==> config.mk <==
export PLATFORM = sky130hd
export DESIGN_NAME = fetch_instruction
export DESIGN_NICKNAME = d
export VERILOG_FILES = /design/src/rtl/fetch_instruction.sv
export SDC_FILE = /design/constraint.sdc
export NUM_CORES = 1
export LEC_CHECK = 0
export ABC_AREA = 1
export BUFFER_PORTS_ARGS = -buffer_cell sky130_fd_sc_hd__buf_2
export CORE_UTILIZATION = 50
export CTS_CLUSTER_SIZE = 20
export DETAILED_ROUTE_END_ITERATION = 8
export PLACE_DENSITY = 0.84
export SYNTH_ARGS = -nofsm -noshare
export SYNTH_HDL_FRONTEND = slang
export SYNTH_SLANG_ARGS = --single-unit
==> constraint.sdc <==
create_clock -name clk -period 2.3 [get_ports clk]
set_input_delay 0.46 -clock clk [delete_from_list [all_inputs] [get_ports clk]]
set_output_delay 0.46 -clock clk [all_outputs]
set_load 0.05 [all_outputs]
==> src/rtl/fetch_instruction.sv <==
// fetch_instruction
//   Instruction-fetch stage feeding decode_instruction. Owns the fetch PC and
//   issues word addresses to a synchronous instruction memory with one cycle
//   of read latency. Returned words land in a two-entry buffer (output register
//   plus skid register), so a decode stall never drops or repeats an
//   instruction. A branch redirect flushes everything and restarts at the target.
//
// Ports
//   clk          clock
//   reset        synchronous, active-high reset
//   stall_i      decode stall; output register holds while high
//   br_taken_i   redirect request (1-cycle pulse)
//   br_addr_i    redirect target
//   imem_req_o   instruction-memory read request this cycle
//   imem_addr_o  read address (always the fetch PC)
//   imem_data_i  read data, valid the cycle after the request
//   inst_o       instruction to decode
//   pc_o         PC of inst_o
//   v_o          inst_o / pc_o valid
module fetch_instruction #(
  parameter int              WORD     = 32,
  parameter int              ADDR     = 32,
  parameter logic [ADDR-1:0] RESET_PC = '0
) (
  input  logic            clk,
  input  logic            reset,
  input  logic            stall_i,
  input  logic            br_taken_i,
  input  logic [ADDR-1:0] br_addr_i,
  output logic            imem_req_o,
  output logic [ADDR-1:0] imem_addr_o,
  input  logic [WORD-1:0] imem_data_i,
  output logic [WORD-1:0] inst_o,
  output logic [ADDR-1:0] pc_o,
  output logic            v_o
);

  logic [ADDR-1:0] fpc_q, fpc_d;
  logic            req_v_q, req_v_d;
  logic [ADDR-1:0] req_pc_q, req_pc_d;
  logic            out_v_q, out_v_d;
  logic [WORD-1:0] out_inst_q, out_inst_d;
  logic [ADDR-1:0] out_pc_q, out_pc_d;
  logic            sk_v_q, sk_v_d;
  logic [WORD-1:0] sk_inst_q, sk_inst_d;
  logic [ADDR-1:0] sk_pc_q, sk_pc_d;

  logic [1:0] occ;
  logic       issue;
  logic       load_ok;

  // Occupancy counts every slot that holds or will hold an instruction. A new
  // request is only allowed when it can never overflow the skid, even if the
  // stall stays asserted.
  always_comb begin
    occ     = {1'b0, out_v_q} + {1'b0, sk_v_q} + {1'b0, req_v_q};
    issue   = ~reset & ~br_taken_i & (({1'b0, occ} + {2'b00, stall_i}) <= 3'd2);
    load_ok = ~stall_i | ~out_v_q;
  end

  always_comb begin
    fpc_d      = fpc_q;
    req_v_d    = issue;
    req_pc_d   = req_pc_q;
    out_v_d    = out_v_q;
    out_inst_d = out_inst_q;
    out_pc_d   = out_pc_q;
    sk_v_d     = sk_v_q;
    sk_inst_d  = sk_inst_q;
    sk_pc_d    = sk_pc_q;

    if (issue) begin
      req_pc_d = fpc_q;
      fpc_d    = fpc_q + ADDR'(1);
    end

    if (load_ok) begin
      if (sk_v_q) begin
        // Skid is older than the response, so it drains first.
        out_v_d    = 1'b1;
        out_inst_d = sk_inst_q;
        out_pc_d   = sk_pc_q;
        if (req_v_q) begin
          sk_inst_d = imem_data_i;
          sk_pc_d   = req_pc_q;
        end else begin
          sk_v_d = 1'b0;
        end
      end else if (req_v_q) begin
        out_v_d    = 1'b1;
        out_inst_d = imem_data_i;
        out_pc_d   = req_pc_q;
      end else begin
        out_v_d = 1'b0;
      end
    end else if (req_v_q) begin
      sk_v_d    = 1'b1;
      sk_inst_d = imem_data_i;
      sk_pc_d   = req_pc_q;
    end

    // Redirect discards the buffer and the response arriving this cycle.
    if (br_taken_i) begin
      out_v_d = 1'b0;
      sk_v_d  = 1'b0;
      req_v_d = 1'b0;
      fpc_d   = br_addr_i;
    end
  end

  always_ff @(posedge clk) begin
    if (reset) begin
      fpc_q      <= RESET_PC;
      req_v_q    <= 1'b0;
      req_pc_q   <= '0;
      out_v_q    <= 1'b0;
      out_inst_q <= '0;
      out_pc_q   <= '0;
      sk_v_q     <= 1'b0;
      sk_inst_q  <= '0;
      sk_pc_q    <= '0;
    end else begin
      fpc_q      <= fpc_d;
      req_v_q    <= req_v_d;
      req_pc_q   <= req_pc_d;
      out_v_q    <= out_v_d;
      out_inst_q <= out_inst_d;
      out_pc_q   <= out_pc_d;
      sk_v_q     <= sk_v_d;
      sk_inst_q  <= sk_inst_d;
      sk_pc_q    <= sk_pc_d;
    end
  end

  assign imem_req_o  = issue;
  assign imem_addr_o = fpc_q;
  assign inst_o      = out_inst_q;
  assign pc_o        = out_pc_q;
  assign v_o         = out_v_q;

endmodule

==> results of run 1 <==
-- state kept, by name (all words and copies together) (netlist names) --
name,flops
inst_o,32
req_pc_q,32
v_o,1
sk_pc_q,32
sk_inst_q,32
req_v_q,1
imem_addr_o,32
sk_v_q,1
pc_o,32
-- through the flow --
step / cells / hold slack [ps] / instance area (um2) / utilization [%] / TNS, ps
6_report: 1572 / 301.5 / 10750 / 64.83 / -11700
5_1_grt: 1572 / 298.4 / 10750 / 64.83 / -17360
4_1_cts: 1569 / 292.3 / 10530 / 63.47 / -4959
3_5_place_dp: 1529 / 463.0 / 9569 / 57.70 / -11790
3_3_place_gp: 1529 / 454.7 / 9569 / 57.70 / -8732
2_1_floorplan: 1192 / 439.1 / 8529 / - / 0
-- critical path, stage by stage, from the launching register on --
cell	delay [ps]
dfxtp_2	330
fa_1	480
ha_2	220
ha_4	260
nand3_2	50
nand2_2	80
nand2_4	90
inv_6	80
buf_8	140
-- metal layers --
| metal | GRT usage, % | share of wire [%] | vias up |
|---|---|---|---|
| li1 | - | - | 4218 |
| met1 | 36.24 | 42 | 3937 |
| met2 | 42.42 | 46 | 483 |
| met3 | 5.037 | 8.7 | 60 |
| met4 | 12.26 | 2.6 | 0 |
| met5 | 0 | 0 | - |
-- cells by family after synthesis --
group	Yosys count
and+or+nand+nor	515
xor gates and xnor gates	8
buffers and inverters	176
AOI/OAI and AO/OA	292
DFF	195
adders and majority gates	6
-- layout make-up --
type,count,share of cell area (%)
multi-input cells,821,38.85
repair buffers,206,13.01
inverters,99,3.550
clock inverters,11,1.420
clock buffers,20,4.248
well taps,220,2.561
flip-flops and latches,195,36.36
-- timing repair --
item | in CTS | in global routing
endpoints found under the setup margin | 22 | 65
buffers inserted | 4 | 1
cloned | 5 | 2
gates resized for setup | 63 | 45
pin swaps | 3 | 7
-- report_power, final --
| group | leakage (uW) | switching, uW | total, uW | internal [uW] |
|---|---|---|---|---|
| Sequential | 0.00159 | 133 | 3670 | 3540 |
| Clock | 0.000285 | 1300 | 3070 | 1770 |
| Combinational | 0.00269 | 926 | 1330 | 407 |
| Total | 0.00457 | 2360 | 8080 | 5720 |
-- worst max path at each step --
| stage | start | to | slack (ps) | depth (start not counted) |
|---|---|---|---|---|
| 3_5_place_dp | stall_i | imem_addr_o[27]$_SDFFE_PP0P_ | -330 | 14 |
| 6_report | sk_v_q$_SDFFE_PN0P_ | imem_req_o | -320 | 8 |
| 2_1_floorplan | stall_i | imem_req_o | 9 | 8 |
| 3_3_place_gp | stall_i | imem_req_o | -250 | 9 |
| 5_1_grt | sk_v_q$_SDFFE_PN0P_ | imem_req_o | -400 | 8 |
| 4_1_cts | sk_v_q$_SDFFE_PN0P_ | imem_req_o | -340 | 9 |
-- layout by cell type (no fill, tap or decap), types with 2 or more instances in the layout --
cell type	count
nor2_2	7
buf_6	4
nand3_2	4
clkbuf_8	2
buf_16	3
nand2_4	3
nand2_2	4
nor2_4	16
bufbuf_16	2
nand2_1	263
bufinv_16	3
o21ai_2	14
o21ai_1	63
xor2_1	6
inv_6	2
a31oi_1	68
dfxtp_1	193
a211oi_2	10
buf_2	164
o21ai_0	94
a21oi_2	9
xnor2_1	2
buf_8	2
buf_12	7
inv_4	3
nor2_1	141
a21oi_1	28
clkinv_4	2
clkinvlp_4	4
ha_1	3
inv_2	2
nand3_1	71
buf_4	22
o21ai_4	3
inv_1	94
clkbuf_16	19
==> qor.csv, run 1 <==
metric;value;unit
timing.fmax;382.0;MHz
synth.distinct_cells;33;
dieArea;0.01749;mm2
synth_edf_count;0;
clk_pin_slew;70;ps
yosys-top-cells-count;nand2_1, dfxtp_1, nor2_1;
htree_levels;4;
post_drt_wl_per_cell;15.56;um
worstSetupPathType;flip-flop to primary output;
ys.warnings.count;0;
die_y;132.3;um
track_usage;27.04;%
fin_ws;-317.9;ps
grt_pass1_vias;7765;
diodes;0;
viasPerCell;5.533;
violations;negative setup slack;
finalCritPeriodShare;113.8;%
clock_path_buffers;2;
vias;8698;
cp.required;1840;ps
holdPathEnd;imem_addr_o[3]$_SDFFE_PP0P_;
muxShareOfSynthArea;0;%
dp_hpwl;14680;um
synth_top_area_cell;dfxtp_1;
synth.most_common_cell;nand2_1;
tightest_slew;778.3;ps
fillers;1375;
synthAdderAreaFrac;0.9733;%
synth-xor-area-share;0.8258;%
min_path_type;input port to flip-flop;
synth_area_leaders;dfxtp_1, nand2_1, o21ai_0;
cp_max_fo;2;
synth_flop_cell;dfxtp_1;
wl;24460;um
gr-total-overflow;0;
grt_start_max_net_pins;97;
synth_nets;1266;
dr.pass1.iters;6;
end_kind;primary output;
ys_async_sr_fraction;0;%
rsz0062_at_grt;true;
die_w;132.3;um
clock_skew;9.623;ps
timing.rr.end;imem_addr_o[26]$_SDFFE_PP0P_;
hold_depth;3;
drive_gt1_share;23.52;%
relSlewSlack;48.11;%
cts_root_buffer;clkbuf_16;
ant_nets;0;
ys_seq_area_share;46.01;%
ctsHoldBuffers;0;
drtIter0Drc;631;
nets;1414;
r2r_cells;15;
hold_viol;0;
drc_errors;0;
min_from;br_addr_i[3];
setup_viol_count_final;65;
synth_top_family_by_area;simple AND/OR/NAND/NOR gates;
period_needed;2618;ps
synth_cells;1192;
max_cap_viol_count;0;
regToRegSetupSlack;-310;ps
syn_area_per_cell;7.118;um2
grt_pass1_wl;38230;um
clkLatencyLatePin;430;ps
register_area;0.003909;mm2
rr_startpoint;sk_v_q$_SDFFE_PN0P_;
synth_simple_gate_area_share;25.10;%
start_util;51.16;%
placement.setup.worst_slack;-327.8;ps
ir_drop;523.1;uV
drv_slew;0;
ioPinCount;166;
cts_tree;done;
place_congestion;0.9687;
p_leak;0.004565;uW
cts.sink_count;195;
power;8078;uW
cts_buffers;17;
synth_compound_area_share;18.71;%
area_delta_synth_final;26.71;%
power_density;751.4;mW/mm2
multi_input_area;0.004177;mm2
portBuffers;165;
core;0.01658;mm2
startpoint_type;flip-flop;
status;complete, but fails checks;
synth_top_area_share;46.01;%
antenna_found_initial;0;
rows;47;
cp.arrival;2160;ps
syn-cell-area;0.008484;mm2
ys_ff_latch;195;
Note: power is estimated with default switching activity, not from simulation.
==> run 2, diff against run 1 <==
CORE_MARGIN = 1   (was not set)
CTS_BUF_LIST = sky130_fd_sc_hd__clkbuf_16   (was not set)
MAX_ROUTING_LAYER = met4   (was not set)
==> qor.csv, run 2 (synthesis results as in run 1) <==
metric;value;unit
status;complete, but fails checks;
violations;negative setup slack;
cts_root_buffer;clkbuf_16;
cp_cell_sequence;fa_1, ha_2, ha_4, nand3_2, nand2_2, nand2_4, buf_4, buf_6, buf_12, buf_12, nand3_1, nand2_1, inv_1, nand3_1, nand2_1, inv_1;
period_needed;2670;ps
viasPerCell;5.536;
portBuffers;165;
grt_start_max_net_pins;98;
clk_pin_slew;70;ps
cp_slowest_stage_delay;490;ps
max_cap_viol_count;0;
rows;47;
tightest_slew;763.0;ps
fillers;1424;
grt_pass1_vias;7635;
power_density;746.3;mW/mm2
cts_tree;done;
drv_slew;0;
track_usage;27.34;%
ir_drop;685.7;uV
nets;1415;
rr_startpoint;v_o$_SDFFE_PN0P_;
crit_buf_inv;6;
multi_input_area;0.004175;mm2
placement.setup.worst_slack;-328.9;ps
timing.fmax;374.6;MHz
setup_viol_count_final;66;
clkLatencyLatePin;440;ps
antenna_found_initial;0;
drc_errors;0;
min_path_type;input port to flip-flop;
cp_max_fo;5;
vias;8713;
p_leak;0.004584;uW
dp_hpwl;14630;um
ioPinCount;166;
ctsHoldBuffers;0;
min_from;br_addr_i[1];
power;8028;uW
fin_ws;-369.9;ps
cp_slowest_cell;fa_1;
layout_common_cells;nand2_1, dfxtp_1, buf_2;
end_kind;flip-flop;
worstSetupPathType;flip-flop to flip-flop;
cp.arrival;3010;ps
start_util;51.16;%
cp-startpoint;v_o$_SDFFE_PN0P_;
grt_pass1_wl;37800;um
clock_path_buffers;2;
core;0.01658;mm2
dieArea;0.01749;mm2
htree_levels;4;
post_drt_wl_per_cell;15.41;um
drtIter0Drc;567;
area_delta_synth_final;26.80;%
gr-total-overflow;0;
place_congestion;0.9346;
clock_skew;13.29;ps
dr.pass1.iters;5;
diodes;0;
hold_viol;0;
final_common_cell;nand2_1;
drive_gt1_share;23.86;%
finalCritPeriodShare;116.1;%
rsz0062_at_grt;true;
cts.sink_count;195;
crit_family;adder cells;
cp.required;2640;ps
die_w;132.3;um
startpoint_type;flip-flop;
wl;24260;um
die_y;132.3;um
relSlewSlack;49.13;%
cts_buffers;17;
ant_nets;0;
register_area;0.003909;mm2
run 2: layout make-up:
| cell class | count | share of cell area (%) |
|---|---|---|
| timing repair buffer | 207 | 13.26 |
| multi-input combinational | 821 | 38.81 |
| clock buffer | 17 | 3.954 |
| sequential | 195 | 36.33 |
| inverter | 99 | 3.524 |
| clock inverter | 15 | 1.559 |
| tap | 220 | 2.559 |
run 2: stage by stage:
stage	area, um2	std cells	hold WS (ps)	TNS [ps]	utilization (%)
2_1_floorplan	8529	1192	439.1	0	-
3_3_place_gp	9567	1527	456.5	-8041	57.69
3_5_place_dp	9567	1527	463.3	-10440	57.69
4_1_cts	10480	1567	288.4	-11300	63.19
5_1_grt	10760	1574	303.7	-19700	64.87
6_report	10760	1574	293.0	-13240	64.87
run 2: final timing paths:
path,to,slack (ps),cells past startpoint
min,imem_addr_o[1]$_SDFFE_PP0P_,290,3
max reg2reg,imem_addr_o[26]$_SDFFE_PP0P_,-370,16
min reg2reg,pc_o[31]$_SDFFE_PP0P_,470,2
max,imem_addr_o[26]$_SDFFE_PP0P_,-370,16
run 2: timing repair:
action / CTS / global route
setup endpoints to repair: 28 / 66
pin swaps: 3 / 10
hold endpoints to repair: 0 / 0
buffers inserted: 5 / 6
gates cloned: 3 / 5
resized for setup: 70 / 50
run 2: report_power, final:
| part | switching (uW) | leakage (uW) | internal [uW] |
|---|---|---|---|
| clock | 1320 | 0.000298 | 1700 |
| combinational | 922 | 0.00269 | 408 |
| sequential | 137 | 0.00159 | 3540 |
| total | 2380 | 0.00458 | 5650 |
run 2: worst register-to-register path, cell delays in order, from the launching register on:
cell and delay [ps]:
dfxtp_4 350, fa_1 490, ha_2 230, ha_4 270
nand3_2 50, nand2_2 80, nand2_4 80, buf_4 160
buf_6 120, buf_12 140, buf_12 150, nand3_1 70
nand2_1 80, inv_1 80, nand3_1 110, nand2_1 80
inv_1 40
run 2: metal layers:
metal  routed length [um]  track usage (%)  up-vias
met1                10210            36.36     3973
met4                  759            11.69        0
li1                     -                -     4216
met3                 2053            4.152       70
met2                11240            41.36      454
met5                    0                -        -
